===== src/rtl/sat_counter.sv =====
// -----------------------------------------------------------------------------
// sat_counter
// Saturating up-counter with synchronous clear.
//   clk    : clock, rising edge
//   rst_n  : asynchronous active-low reset (count -> 0)
//   inc_i  : add one this cycle (held at all-ones once reached)
//   clr_i  : synchronous clear, wins over inc_i
//   cnt_o  : current count
// -----------------------------------------------------------------------------
module sat_counter #(
    parameter int W = 16
) (
    input  logic         clk,
    input  logic         rst_n,
    input  logic         inc_i,
    input  logic         clr_i,
    output logic [W-1:0] cnt_o
);

    logic [W-1:0] cnt_q;
    logic [W-1:0] cnt_d;

    always_comb begin
        cnt_d = cnt_q;
        if (clr_i) begin
            cnt_d = '0;
        end else if (inc_i && (cnt_q != {W{1'b1}})) begin
            cnt_d = cnt_q + 1'b1;
        end
    end

    always_ff @(posedge clk or negedge rst_n) begin
        if (!rst_n) begin
            cnt_q <= '0;
        end else begin
            cnt_q <= cnt_d;
        end
    end

    assign cnt_o = cnt_q;

endmodule


===== config.mk =====
export PLATFORM = sky130hd
export DESIGN_NAME = sat_counter
export DESIGN_NICKNAME = d
export VERILOG_FILES = /design/src/rtl/sat_counter.sv
export SDC_FILE = /design/constraint.sdc
export NUM_CORES = 1
export LEC_CHECK = 0
export CAP_MARGIN = 40
export CELL_PAD_IN_SITES_DETAIL_PLACEMENT = 0
export CELL_PAD_IN_SITES_GLOBAL_PLACEMENT = 1
export CORE_UTILIZATION = 41
export CTS_CLUSTER_DIAMETER = 30
export DETAILED_ROUTE_END_ITERATION = 10
export DONT_BUFFER_PORTS = 1
export GPL_TIMING_DRIVEN = 0
export PLACE_DENSITY_LB_ADDON = 0.08
export SETUP_SLACK_MARGIN = 0.4
export SLEW_MARGIN = 10
export SYNTH_ARGS = -nofsm -noshare
export SYNTH_HDL_FRONTEND = slang
export SYNTH_SLANG_ARGS = --single-unit
export TNS_END_PERCENT = 5

===== constraint.sdc =====
create_clock -name clk -period 1.85 [get_ports clk]
set_clock_uncertainty 0.15 [all_clocks]
set_input_delay 0.185 -clock clk [delete_from_list [all_inputs] [get_ports clk]]
set_output_delay 0.185 -clock clk [all_outputs]
set_load 0.02 [all_outputs]

==> flow_summary_export.csv <==
group,metric,value,unit
route,drt_pass1_iterations,4,
yosys,yosysSeqAreaShare,42.5,%
clock_tree,cts_buffer_depth,2,
yosys,yosysUniqueCellTypes,28,
cells_and_area,area_delta_synth_final,28.6,%
worst_hold_path,holdCritPathClass,"input pin to register",
route,dr.first_iter.drc_count,10,
critical_path,crit_chain,"nand4_1, nor4_4, buf_6, nor4_4, mux2_1",
sta,setup_viol,12,
pwr,leakage,0.422,nW
critical_path,crit_family,"simple AND/OR/NAND/NOR gates",
cells_and_area,final_area,1210,sq um
route,drc,0,
route,wl_per_cell,19.1,um
yosys,synth-seq-cells,16,
cells_and_area,antenna_cells,0,
place,place_area,1010,sq um
floorplan,core_area,2060,sq um
sta,hold_viol_final,0,
global_routing,grt_overflow,0,
critical_path,slowest_stage,"dfrtp_2",
place,pre_cts_slack,-0.162,ns
critical_path,setup.worst_path.class,"register to register",
yosys,synth_top_area_share,42.5,%
critical_path,r2r_cells,5,
yosys,syn_area,942,sq um
floorplan,rows,16,
critical_path,critPathCaptureType,"register",
outcome,status,"complete, but fails checks",
place,port_buffers,0,
global_routing,grt_pass1_vias,952,
critical_path,rr_endpoint,"cnt_o[9]",
sta,hold_ws,0.0305,ns
yosys,synth.area.top_cells,"dfrtp_1, a21oi_1, o31ai_1, mux2_1, nand4_1",
clock_tree,clock-sinks,16,
cells_and_area,fin_util,58.7,%
critical_path,worst_ep_arrival_time,1.97,ns
global_routing,grt_max_degree,17,
yosys,yosysTopAreaCell,"dfrtp_1",
yosys,synth_nets,103,
clock_tree,clk_pin_slew,0.10,ns
route,vias_per_cell,6.49,
critical_path,critPathBufInv,1,
sta,postLayoutSetupSlackWorst,-0.0918,ns
critical_path,worst_setup_path_start_kind,"register",
clock_tree,cts_tree,"built",
clock_tree,clkLatencyLatePin,0.29,ns
floorplan,die_x,49.9,um
pwr,power.density,535,nW/um^2
cells_and_area,fin_cells,137,
outcome,violations,"negative setup slack",
floorplan,die_area,2490,sq um
floorplan,initial_core_util,45.7,%
critical_path,critPathMaxStageDelay,0.47,ns
floorplan,die_h,49.9,um
global_routing,antenna_found_initial,0,
sta,finalCritPeriodShare,105,%
clock_tree,cts_buffers,3,
critical_path,timing.rr.start,"cnt_o[14]",
global_routing,grt_pass1_wl,4350,um
route,routed_wl,2610,um
yosys,avgSynthCellArea,9.61,sq um
cells_and_area,finalNetCount,116,
critical_path,crit_path_frequent_cell,"nor4_4",
sta,grt_setup_unrepaired,"yes",
critical_path,path_max_fanout,7,
yosys,yosysWarnings,0,
sta,timing.final.crit_period,1.94,ns
critical_path,path_depth,5,
clock_tree,cts_max_level,1,
route,ant_nets,0,
cells_and_area,drive_gt1_share,37.3,%
yosys,synthCells,98,
place,place_hpwl,1650,um
critical_path,reg2reg_slack,-0.09,ns
critical_path,cp-startpoint,"cnt_o[14]",
critical_path,critPathCapture,"cnt_o[9]",
critical_path,cp.required,1.88,ns
sta,tightest_slew,0.733,ns
sta,relSlewSlack,51.0,%
clock_tree,cts_root_buf,"clkbuf_4",
run,max_cap_violations,0,
place,dpl.cell_count,125,
floorplan,ioPinCount,20,
sta,slew_violations,0,
cells_and_area,largest_reg_flops,16,
cells_and_area,nFillCells,174,
route,vias,889,
sta,clock.fmax,515,MHz
place,gp_congestion,0.753,
pwr,peakVddDrop,0.000314,V
worst_hold_path,hp-start,"inc_i",
global_routing,track_usage,23.4,%
==> stage by stage <==
| stage | power [mW] | TNS (ns) |
|---|---|---|
| after floorplan | 0.390 | 0 |
| after global placement | 0.398 | -2.00 |
| after detailed placement | 0.399 | -1.77 |
| after CTS | 0.652 | -0.621 |
| after global routing | 0.670 | -1.61 |
| final | 0.648 | -0.457 |
==> metal layers <==
metal	track usage, %	wire length (um)	part of all wire [%]
met5	0	0	0
met4	9.52	15	0.57
met3	7.10	166	6.4
met2	39.9	1370	52
met1	26.9	1070	41
==> cell usage in the layout (no fill, tap or decap), types with 3 or more instances in the layout <==
master         netlist  layout
dfrtp_2              0      13
nor4_4               1       4
dfrtp_1             16       3
dlygate4sd3_1        0       3
o21ai_1              3       3
nand3_1              3       3
or4_1                5       5
clkbuf_1             4       4
inv_1                3       3
nor2_1               4       4
nor2b_1              4       4
clkbuf_4             0       3
o31ai_1              7       7
a21oi_1             11       9
nand2_1              6       6
nand4_1              6       6
buf_4                0       3
==> cells by family after synthesis <==
logic type,synth area share (%)
AOI/OAI and AO/OA,16.2
and+or+nand+nor,31.2
muxes,4.78
buffers and inverters,3.98
DFF,42.5
adders and majority gates,1.33
==> synthesized netlist by cell type (all sizes together) <==
cell type / count
o21ai: 4
o31ai: 7
inv: 3
nand3b: 1
clkbuf: 4
ha: 1
nor2: 4
dfrtp: 16
and4: 2
nor4: 5
o211ai: 1
or3: 3
buf: 1
nand2: 6
nand3: 3
a211oi: 1
and3: 2
mux2: 4
nor3: 1
nand4: 7
a21oi: 11
nor2b: 4
or4: 7
==> layout make-up <==
class | instances | area, sq um | share of cell area [%]
sequential | 16 | 417 | 34.4
clock buffer | 4 | 36.3 | 3.00
multi-input combinational | 74 | 608 | 50.2
tap | 27 | 33.8 | 2.79
timing repair buffer | 8 | 75.1 | 6.20
buffer | 5 | 30.0 | 2.48
inverter | 3 | 11.3 | 0.930
==> power breakdown <==
part / switching [mW] / total (mW) / internal [mW]
sequential: 0.0111 / 0.364 / 0.353
clock: 0.120 / 0.239 / 0.120
combinational: 0.0309 / 0.0447 / 0.0138
==> worst min-delay path by stage <==
stage,end,slack (ns),depth (start not counted)
finish,cnt_o[7],0.03,3
global route,cnt_o[7],0.08,3
CTS,cnt_o[7],0.04,3
detailed placement,cnt_o[15],-0.26,0
global placement,cnt_o[14],-0.26,0
floorplan,cnt_o[0],-0.26,0
==> worst min-delay path, delay by kind of cell <==
| kind | cells | cell delay [ns] |
|---|---|---|
| buffers and inverters | 1 | 0.09 |
| AOI/OAI and AO/OA | 1 | 0.05 |
| and+or+nand+nor | 1 | 0.12 |
==> what timing repair did <==
item	CTS	global route
hold buffers	3	0
hold endpoints to repair	19	0
pin swaps	10	8
setup buffers	5	0
resized for setup	12	7
endpoints found under the setup margin	16	16
Power figures use the tool's default switching activity.
